===== src/rtl/wb_pkg.sv =====
`default_nettype none
// +------------------------------------------------------------------+
// | wb_pkg : shared types and constants for the writeback arbiter    |
// | rev 1.0                                                          |
// +------------------------------------------------------------------+
package wb_pkg;

   localparam int WB_DATA_W = 32;
   localparam int PREG_W    = 7;
   localparam int WB_ROB_W  = 3;

   typedef struct packed {
      logic [WB_DATA_W-1:0] data;
      logic [PREG_W-1:0]    rd;
      logic [WB_ROB_W-1:0]  rob_idx;
   } wb_entry_t;

   // True when a result tagged rob_idx is being squashed this cycle.
   function automatic logic is_killed(
      input logic                     mispredict,
      input logic [2**WB_ROB_W-1:0]   flush_mask,
      input logic [WB_ROB_W-1:0]      rob_idx
   );
      return mispredict && flush_mask[rob_idx];
   endfunction

endpackage
`default_nettype wire


===== src/rtl/wb_fu_buffer.sv =====
`default_nettype none
// +------------------------------------------------------------------+
// | wb_fu_buffer : compacted per-FU result buffer, slot 0 is oldest  |
// | rev 1.0                                                          |
// +------------------------------------------------------------------+
module wb_fu_buffer
   import wb_pkg::*;
#(
   parameter int BUF_DEPTH = 2
)
(
   input  logic                   clk,
   input  logic                   rst,
   input  logic                   push_valid,
   input  wb_entry_t              push_entry,
   output logic                   push_ready,
   input  logic                   pop,
   input  logic                   mispredict,
   input  logic [2**WB_ROB_W-1:0] flush_mask,
   output logic                   head_valid,
   output wb_entry_t              head
);

   localparam int             IDX_W   = (BUF_DEPTH > 1) ? $clog2(BUF_DEPTH) : 1;
   localparam logic [IDX_W:0] CNT_ONE = (IDX_W+1)'(1);
   localparam logic [IDX_W:0] CNT_MAX = (IDX_W+1)'(BUF_DEPTH);

   wb_entry_t              slot_q [BUF_DEPTH];
   wb_entry_t              slot_d [BUF_DEPTH];
   logic [BUF_DEPTH-1:0]   vld_q;
   logic [BUF_DEPTH-1:0]   vld_d;
   logic [BUF_DEPTH-1:0]   keep;
   logic [IDX_W:0]         fill;
   logic                   push_en;

   // Slots stay compacted, so the top slot being valid means full.
   assign push_ready = !vld_q[BUF_DEPTH-1];
   assign head_valid = vld_q[0];
   assign head       = slot_q[0];
   assign push_en    = push_valid && push_ready &&
                       !is_killed(mispredict, flush_mask, push_entry.rob_idx);

   always_comb begin
      keep = '0;
      for (int i = 0; i < BUF_DEPTH; i++) begin
         keep[i] = vld_q[i]
                && !is_killed(mispredict, flush_mask, slot_q[i].rob_idx)
                && !((i == 0) && pop);
      end
   end

   // Kill, then pop, then compact survivors downward, then push.
   always_comb begin
      slot_d = slot_q;
      vld_d  = '0;
      fill   = '0;
      for (int i = 0; i < BUF_DEPTH; i++) begin
         if (keep[i]) begin
            slot_d[fill[IDX_W-1:0]] = slot_q[i];
            vld_d[fill[IDX_W-1:0]]  = 1'b1;
            fill                    = fill + CNT_ONE;
         end
      end
      if (push_en && (fill < CNT_MAX)) begin
         slot_d[fill[IDX_W-1:0]] = push_entry;
         vld_d[fill[IDX_W-1:0]]  = 1'b1;
      end
   end

   always_ff @(posedge clk or posedge rst) begin
      if (rst) begin
         vld_q <= '0;
         for (int i = 0; i < BUF_DEPTH; i++) begin
            slot_q[i] <= '0;
         end
      end else begin
         vld_q  <= vld_d;
         slot_q <= slot_d;
      end
   end

endmodule
`default_nettype wire


===== src/rtl/wb_arbiter.sv =====
`default_nettype none
// +------------------------------------------------------------------+
// | wb_arbiter : round-robin writeback arbiter over per-FU buffers   |
// | rev 1.0                                                          |
// +------------------------------------------------------------------+
module wb_arbiter
   import wb_pkg::*;
#(
   parameter int NUM_FU    = 8,
   parameter int BUF_DEPTH = 2,
   parameter int ROB_W     = WB_ROB_W
)
(
   input  logic                    clk,
   input  logic                    rst,
   input  logic [NUM_FU-1:0]       fu_valid,
   output logic [NUM_FU-1:0]       fu_ready,
   input  logic [NUM_FU*32-1:0]    fu_data,
   input  logic [NUM_FU*7-1:0]     fu_rd,
   input  logic [NUM_FU*ROB_W-1:0] fu_rob_idx,
   output logic                    WB_valid,
   output logic [31:0]             WB_data,
   output logic [6:0]              WB_rd,
   output logic [ROB_W-1:0]        WB_rob_idx,
   input  logic                    mispredict,
   input  logic [2**ROB_W-1:0]     flush_mask
);

   localparam int              FU_W    = (NUM_FU > 1) ? $clog2(NUM_FU) : 1;
   localparam logic [FU_W-1:0] LAST_FU = FU_W'(NUM_FU - 1);

   wb_entry_t         push_entry [NUM_FU];
   wb_entry_t         head       [NUM_FU];
   logic [NUM_FU-1:0] head_valid;
   logic [NUM_FU-1:0] request;
   logic [NUM_FU-1:0] pop;

   logic [FU_W-1:0]   rr_ptr;
   logic [FU_W-1:0]   win;
   logic [FU_W-1:0]   cand;
   logic [FU_W-1:0]   rr_next;
   logic              grant;

   for (genvar k = 0; k < NUM_FU; k++) begin : g_fu
      assign push_entry[k].data    = fu_data[32*k +: 32];
      assign push_entry[k].rd      = fu_rd[7*k +: 7];
      assign push_entry[k].rob_idx = fu_rob_idx[ROB_W*k +: ROB_W];

      // A head being flushed this cycle must not win the bus.
      assign request[k] = head_valid[k] &&
                          !is_killed(mispredict, flush_mask, head[k].rob_idx);
      assign pop[k]     = grant && (win == FU_W'(k));

      wb_fu_buffer #(
         .BUF_DEPTH (BUF_DEPTH)
      ) u_buf (
         .clk        (clk),
         .rst        (rst),
         .push_valid (fu_valid[k]),
         .push_entry (push_entry[k]),
         .push_ready (fu_ready[k]),
         .pop        (pop[k]),
         .mispredict (mispredict),
         .flush_mask (flush_mask),
         .head_valid (head_valid[k]),
         .head       (head[k])
      );
   end

   // First requester at or after rr_ptr, wrapping modulo NUM_FU.
   always_comb begin
      grant = 1'b0;
      win   = '0;
      cand  = '0;
      for (int off = 0; off < NUM_FU; off++) begin
         cand = FU_W'((int'(rr_ptr) + off) % NUM_FU);
         if (!grant && request[cand]) begin
            grant = 1'b1;
            win   = cand;
         end
      end
   end

   assign rr_next = (win == LAST_FU) ? '0 : (win + FU_W'(1));

   always_ff @(posedge clk or posedge rst) begin
      if (rst) begin
         rr_ptr     <= '0;
         WB_valid   <= 1'b0;
         WB_data    <= '0;
         WB_rd      <= '0;
         WB_rob_idx <= '0;
      end else begin
         WB_valid <= grant;
         if (grant) begin
            rr_ptr     <= rr_next;
            WB_data    <= head[win].data;
            WB_rd      <= head[win].rd;
            WB_rob_idx <= head[win].rob_idx;
         end
      end
   end

endmodule
`default_nettype wire


===== config.mk =====
export PLATFORM = sky130hd
export DESIGN_NAME = wb_arbiter
export DESIGN_NICKNAME = d
export VERILOG_FILES = /design/src/rtl/wb_pkg.sv /design/src/rtl/wb_fu_buffer.sv /design/src/rtl/wb_arbiter.sv
export SDC_FILE = /design/constraint.sdc
export NUM_CORES = 2
export LEC_CHECK = 0
export ABC_AREA = 1
export CAP_MARGIN = 20
export CORE_UTILIZATION = 60
export DETAILED_ROUTE_END_ITERATION = 8
export MAX_ROUTING_LAYER = met4
export PLACE_DENSITY = 0.84
export RECOVER_POWER = 25
export SETUP_SLACK_MARGIN = 0.4
export SKIP_CTS_REPAIR_TIMING = 1
export SLEW_MARGIN = 20
export SYNTH_ARGS = -nofsm -noshare
export SYNTH_HDL_FRONTEND = slang
export SYNTH_SLANG_ARGS = --single-unit

===== constraint.sdc =====
create_clock -name clk -period 34.1 [get_ports clk]
set_input_delay 3.41 -clock clk [delete_from_list [all_inputs] [get_ports clk]]
set_output_delay 3.41 -clock clk [all_outputs]
set_load 0.01 [all_outputs]

* Word level (Yosys, flattened, before mapping)
Index checks and enable logic that the tools add are counted.
** Word-level totals
- Register bits :: 734
- Bits in latches :: 0
- RAM bits :: 0
- Bits in read-only memories :: 0
- Input bits :: 355
- Output and inout port bits :: 51
- Word-level logic and storage cells :: 609
- Memories kept :: 0
** Operators by class
- Add/sub/neg operators :: 16
- Multiply operators :: 0
- Div/mod/pow operators :: 0
- Magnitude comparators :: 105
- Equality and inequality tests :: 7
- Shifts and indexed selects :: 0
- Mux-type cells :: 220
- Bitwise operators :: 33
- Reductions and logical operators :: 167
** Operators by type and width (number)
- $bwmux W84 :: 16
- $mux W84 :: 16
- $mux W42 :: 18
- $demux W42 S1 :: 16
- $lt A3 B4 Y1 const B :: 32
- $bmux W42 S3 :: 1
- $logic_and A1 B1 Y1 :: 119
- $bmux W1 S3 :: 32
- $mux W1 :: 72
- $mux W2 :: 24
- $logic_not A1 Y1 :: 47
- $ge A2 B2 Y1 const B :: 16
- $lt A1 B2 Y1 const B :: 16
- $lt A2 B1 Y1 const B :: 16
- $not A1 Y2 :: 16
- $mux W3 :: 9
- $add A2 B1 Y2 const B :: 8
- $demux W1 S1 :: 16
- $ge A1 B1 Y1 const B :: 16
- $lt A2 B2 Y1 const B :: 8
- $or A1 B2 Y2 :: 8
- $or A2 B2 Y2 :: 8
- $add A3 B3 Y3 const B :: 4
- $eq A3 B3 Y1 const B :: 4
- 7 further kinds :: 10

* Logic depth before layout (Yosys ltp)
- Depth in word-level cells :: 43
- Depth in mapped cells :: 36
- Gate-level depth less buffers :: 30

* Cells and area by module
Synthesis repeated with hierarchy kept, for this count alone.
** Unflattened totals
- Cells, all modules :: 6070
- Area, all modules :: 43305.3 um2
** By module, submodules not included
- wb_fu_buffer (g_fu[1].u_buf ...) :: instances 7, cells an instance 608, area an instance 4588.2 um2
- wb_arbiter :: instances 1, cells an instance 1206, area an instance 6603.8 um2
- wb_fu_buffer (g_fu[0].u_buf) :: instances 1, cells an instance 608, area an instance 4584.4 um2

* Worst setup path before layout
Ideal clock, no wire load.
- Path kind :: input to register
- Start :: input port flush_mask[5]
- End :: register g_fu[3].u_buf.slot_q[10] (netlist name)
- Data arrival time :: 7494 ps
- Required time :: 33975 ps
- Setup slack :: 26482 ps
- Cell stages on the path :: 29
- Buffers on the path :: 6
- Cell sequence :: inv_2 buf_2 nand2_1 nand3_1 nand3_1 nand3_1 nand3_1 nand3_1 nand3_2 nand2_4 nor2_4 nand4_4 nor2_8 nand3_2 nand3_2 nand2_2 buf_4 buf_2 inv_1 ha_1 nand2_1 o21ai_4 buf_4 buf_2 inv_1 ha_1 nand3_1 clkbuf_1 mux2_2
** Between the ends
- Longest elaborated chain between the ends :: 43
** Ends and longest elaborated chain
- start: declaration :: line wb_arbiter.sv:26 : input logic [2**ROB_W-1:0] flush_mask
- $bmux W1 S3 :: line wb_pkg.sv:24 : return mispredict && flush_mask[rob_idx];
- $mux W1 (implied by the code) :: line wb_pkg.sv:24
- $logic_and A1 B1 Y1 :: line wb_pkg.sv:24
- $logic_not A1 Y1, on equally long branches :: line wb_arbiter.sv:51, wb_fu_buffer.sv:47
- $logic_and A1 B1 Y1, on equally long branches :: line wb_arbiter.sv:50, wb_fu_buffer.sv:47
- $bmux W1 S3 :: line wb_arbiter.sv:77 : if (!grant && request[cand]) begin
- $mux W1 (implied by the code) :: line wb_arbiter.sv:77
- $mux W1 :: line wb_arbiter.sv:77
- (+27 left out)
- $mux W2, or another cell as far along :: line wb_fu_buffer.sv:58 : if (keep[i]) begin
- $not A1 Y2 (implied by the code) or $logic_and A1 B1 Y1 (tied branches) :: line wb_fu_buffer.sv:65, wb_fu_buffer.sv:59
- $ge A2 B2 Y1 (implied by the code), or another cell as far along :: line wb_fu_buffer.sv:65 : slot_d[fill[IDX_W-1:0]] = push_entry;
- $logic_and A1 B1 Y1 (implied by the code) or $demux W42 S1 (tied branches) :: line wb_fu_buffer.sv:65, wb_fu_buffer.sv:59
- $mux W42 (implied by the code) or $bwmux W84 (tied branches) :: line wb_fu_buffer.sv:65, wb_fu_buffer.sv:59
- $demux W42 S1 or $mux W84 (tied branches) :: line wb_fu_buffer.sv:65, wb_fu_buffer.sv:58
- $bwmux W84 :: line wb_fu_buffer.sv:65
- $mux W84 * :: line wb_fu_buffer.sv:64 : if (push_en && (fill < CNT_MAX)) begin
- end signal: assignment :: line wb_fu_buffer.sv:78 : slot_q <= slot_d;
- end: declaration :: line wb_fu_buffer.sv:28 : wb_entry_t slot_q [BUF_DEPTH];
Every way passes the cells marked *; elsewhere a longest branch is shown, timed or not. The select of a mux whose other input is x is not followed.
A chain may end at the register's enable or synchronous reset.

==> flow_summary.ini <==
[yosys]
yosysSeqAreaShare_pct = 47.17
synth-edff-count = 0
yosys_warnings = 0
ys_types = 44
syn_area_per_cell_um2 = 8.045
synthCells = 4840
ys_ff_latch = 734
synth.net_count = 5218
netlist_area_um2 = 38940
asyncSetResetFlopFracSynth_pct = 100.0
synthFlopType = dfrtp_1

[timing]
slew_violations = 381
setup_tns_ns = 0
grt_setup_unrepaired = no
fin_crit_sh_pct = 39.46
fmax_ghz = 0.07432
skew_ns = 0.02320
tightest_slew_ns = 5.204
hold_violations = 0
relSlewSlack_pct = -248.9
fin_crit_ns = 13.46
setup_viol = 0

[clocking]
htreeDepth = 3
clk_pin_slew_ns = 0.06
clk_path_buf_depth = 3
cts_made_buffers = 77
root_buffer = clkbuf_16
cts_tree = done
clock_sinks = 734
clk_latency_ns = 0.63

[floorplan]
dieArea_um2 = 65920
pin_count = 406
start_util_pct = 60.62
core_um2 = 64230
rows = 93
dieHeight_um = 256.8
dieWidth_um = 256.8

[layout]
area.sequential_um2 = 18370
final_nets = 5418
final_area_um2 = 45610
n_fill_cell = 4818
drive_gt1_share_pct = 9.146
syn2layout_area_growth_pct = 17.13
multi_input_area_um2 = 17470

[drt]
detail_route.wl_per_cell_um = 21.91
drtAntennaViolNets = 0
first_iter_violations = 4417
drcViolationCount = 0
firstDrtPassIters = 7
dr_total_vias = 35820
via_per_inst = 6.010
wl_mm = 130.6

[placement]
place_hpwl_mm = 87.60
io_buffer_count = 405
place_area_um2 = 42960
globalplace.congestion = 0.9686

[worst_hold_path]
hp-class = flop to flop

[global_route]
gr-total-overflow = 0
use_met2_pct = 58.37
grt_first_pass_wirelength_mm = 198.3
antenna_found_initial = 9
grt_busiest_layer = met2
met3_usage_pct = 7.711
first_global_vias = 33960
use_met1_pct = 52.53
grt_max_degree = 122
track_usage_pct = 40.37

[critical_path]
cpPeakStageDelay_ns = 2.89
cp.buffers_inverters = 7
rrSetupSlack_ns = 26.02
cp-start-kind = primary input
crit_chain = dlygate4sd3_1 > clkinvlp_2 > clkbuf_1 > clkbuf_1 > buf_4 > buf_4 > buf_16
slowest_stage = clkinvlp_2
end_kind = asynchronous set/reset pin
cp.arrival_ns = 14.25
worstSetupPathType = primary input to asynchronous set/reset pin
critical_path.top_delay_family = buffers and inverters
worst-path-max-fanout = 121
cp.required_ns = 34.89

[outcome]
status = finished with violations
violations = max-capacitance violations, max-slew violations

[flow_run]
cap_viol_max_count = 5
==> layer usage <==
layer,vias up,share of wire [%]
met5,-,0
met4,0,7.1
met3,395,10
met2,2147,44
met1,17030,38
li1,16250,-
==> cells in the mapped netlist, types with 89 or more instances <==
| cell type | n | area share [%] |
|---|---|---|
| buf_2 | 93 | 1.2 |
| nand3_1 | 847 | 11 |
| o21ai_0 | 198 | 2.5 |
| nand2_1 | 1153 | 11 |
| dfrtp_1 | 734 | 47 |
| mux2_2 | 223 | 6.4 |
| nand3b_1 | 151 | 2.9 |
| inv_1 | 393 | 3.8 |
| o21ai_1 | 89 | 1.1 |
| nor2_1 | 358 | 3.5 |
| a21oi_1 | 122 | 1.6 |
| clkbuf_1 | 153 | 1.5 |
==> sequential cells by signal, summed over array words and instances, names as in the netlist <==
| register | cells |
|---|---|
| WB_rd | 7 |
| g_fu.u_buf.head | 336 |
| g_fu.u_buf.vld_q | 16 |
| WB_valid | 1 |
| g_fu.u_buf.slot_q | 336 |
| rr_ptr | 3 |
| WB_rob_idx | 3 |
| WB_data | 32 |
==> tightest hold or removal path: stages, from the launching register on <==
cell	delay, ns
dfrtp_1	0.34
nand2_1	0.05
o21ai_0	0.06
==> layout make-up <==
| class | instances | share of cell area [%] |
|---|---|---|
| tap | 855 | 2.346 |
| multi-input combinational | 3351 | 38.31 |
| clock inverter | 22 | 0.6968 |
| antenna | 10 | 0.05487 |
| timing repair buffer | 459 | 9.852 |
| inverter | 417 | 3.437 |
| sequential | 734 | 40.27 |
| clock buffer | 112 | 5.029 |
==> through the flow <==
stage	setup WS [ns]	hold slack (ns)	cells	utilization, %
2_1_floorplan	10.10	0.4444	4840	-
3_3_place_gp	23.70	0.4569	5812	66.81
3_5_place_dp	23.54	0.4643	5814	66.88
4_1_cts	24.14	0.4788	5948	70.95
5_1_grt	18.70	0.4933	5958	71.00
6_report	20.65	0.4742	5960	71.00
==> path summary, 6_finish.rpt <==
| path | start | to | cells past startpoint |
|---|---|---|---|
| max | rst | g_fu[2].u_buf.slot_q[14] | 7 |
| min | g_fu[4].u_buf.slot_q[32] | g_fu[4].u_buf.slot_q[32] | 2 |
| max reg2reg | rr_ptr[1] | g_fu[2].u_buf.head[2] | 28 |
| min reg2reg | g_fu[4].u_buf.slot_q[32] | g_fu[4].u_buf.slot_q[32] | 2 |
| max in group clk | flush_mask[6] | g_fu[2].u_buf.head[2] | 32 |
| min in group asynchronous | rst | g_fu[7].u_buf.head[14] | 2 |
==> logic make-up (layout without fill, tap and decap cells) <==
kind of cell	count (synthesis)	count (layout)	synth area share [%]
compound gates	551	551	7.975
xor+xnor	3	3	0.06749
fa+ha+maj	23	23	0.7391
buf+inv	755	1010	8.155
flops	734	734	47.17
mux	223	223	6.449
other cells	0	10	0
simple gates	2551	2551	29.44
==> cells in the final DEF, fill, tap and decap left out, types with 23 or more instances in the layout <==
master,count
nand2_1,1150
nand3_1,842
dfrtp_1,734
inv_1,388
nor2_1,358
clkdlybuf4s50_1,353
mux2_2,223
o21ai_0,198
nand3b_1,151
a21oi_1,122
o21ai_1,88
clkbuf_16,81
dlygate4sd3_1,52
a21boi_0,46
buf_4,46
o22ai_1,26
a21boi_1,26
ha_1,23
Power is not shown: default switching activity piles up to over one toggle a cycle in this logic, so the estimate is an artifact.
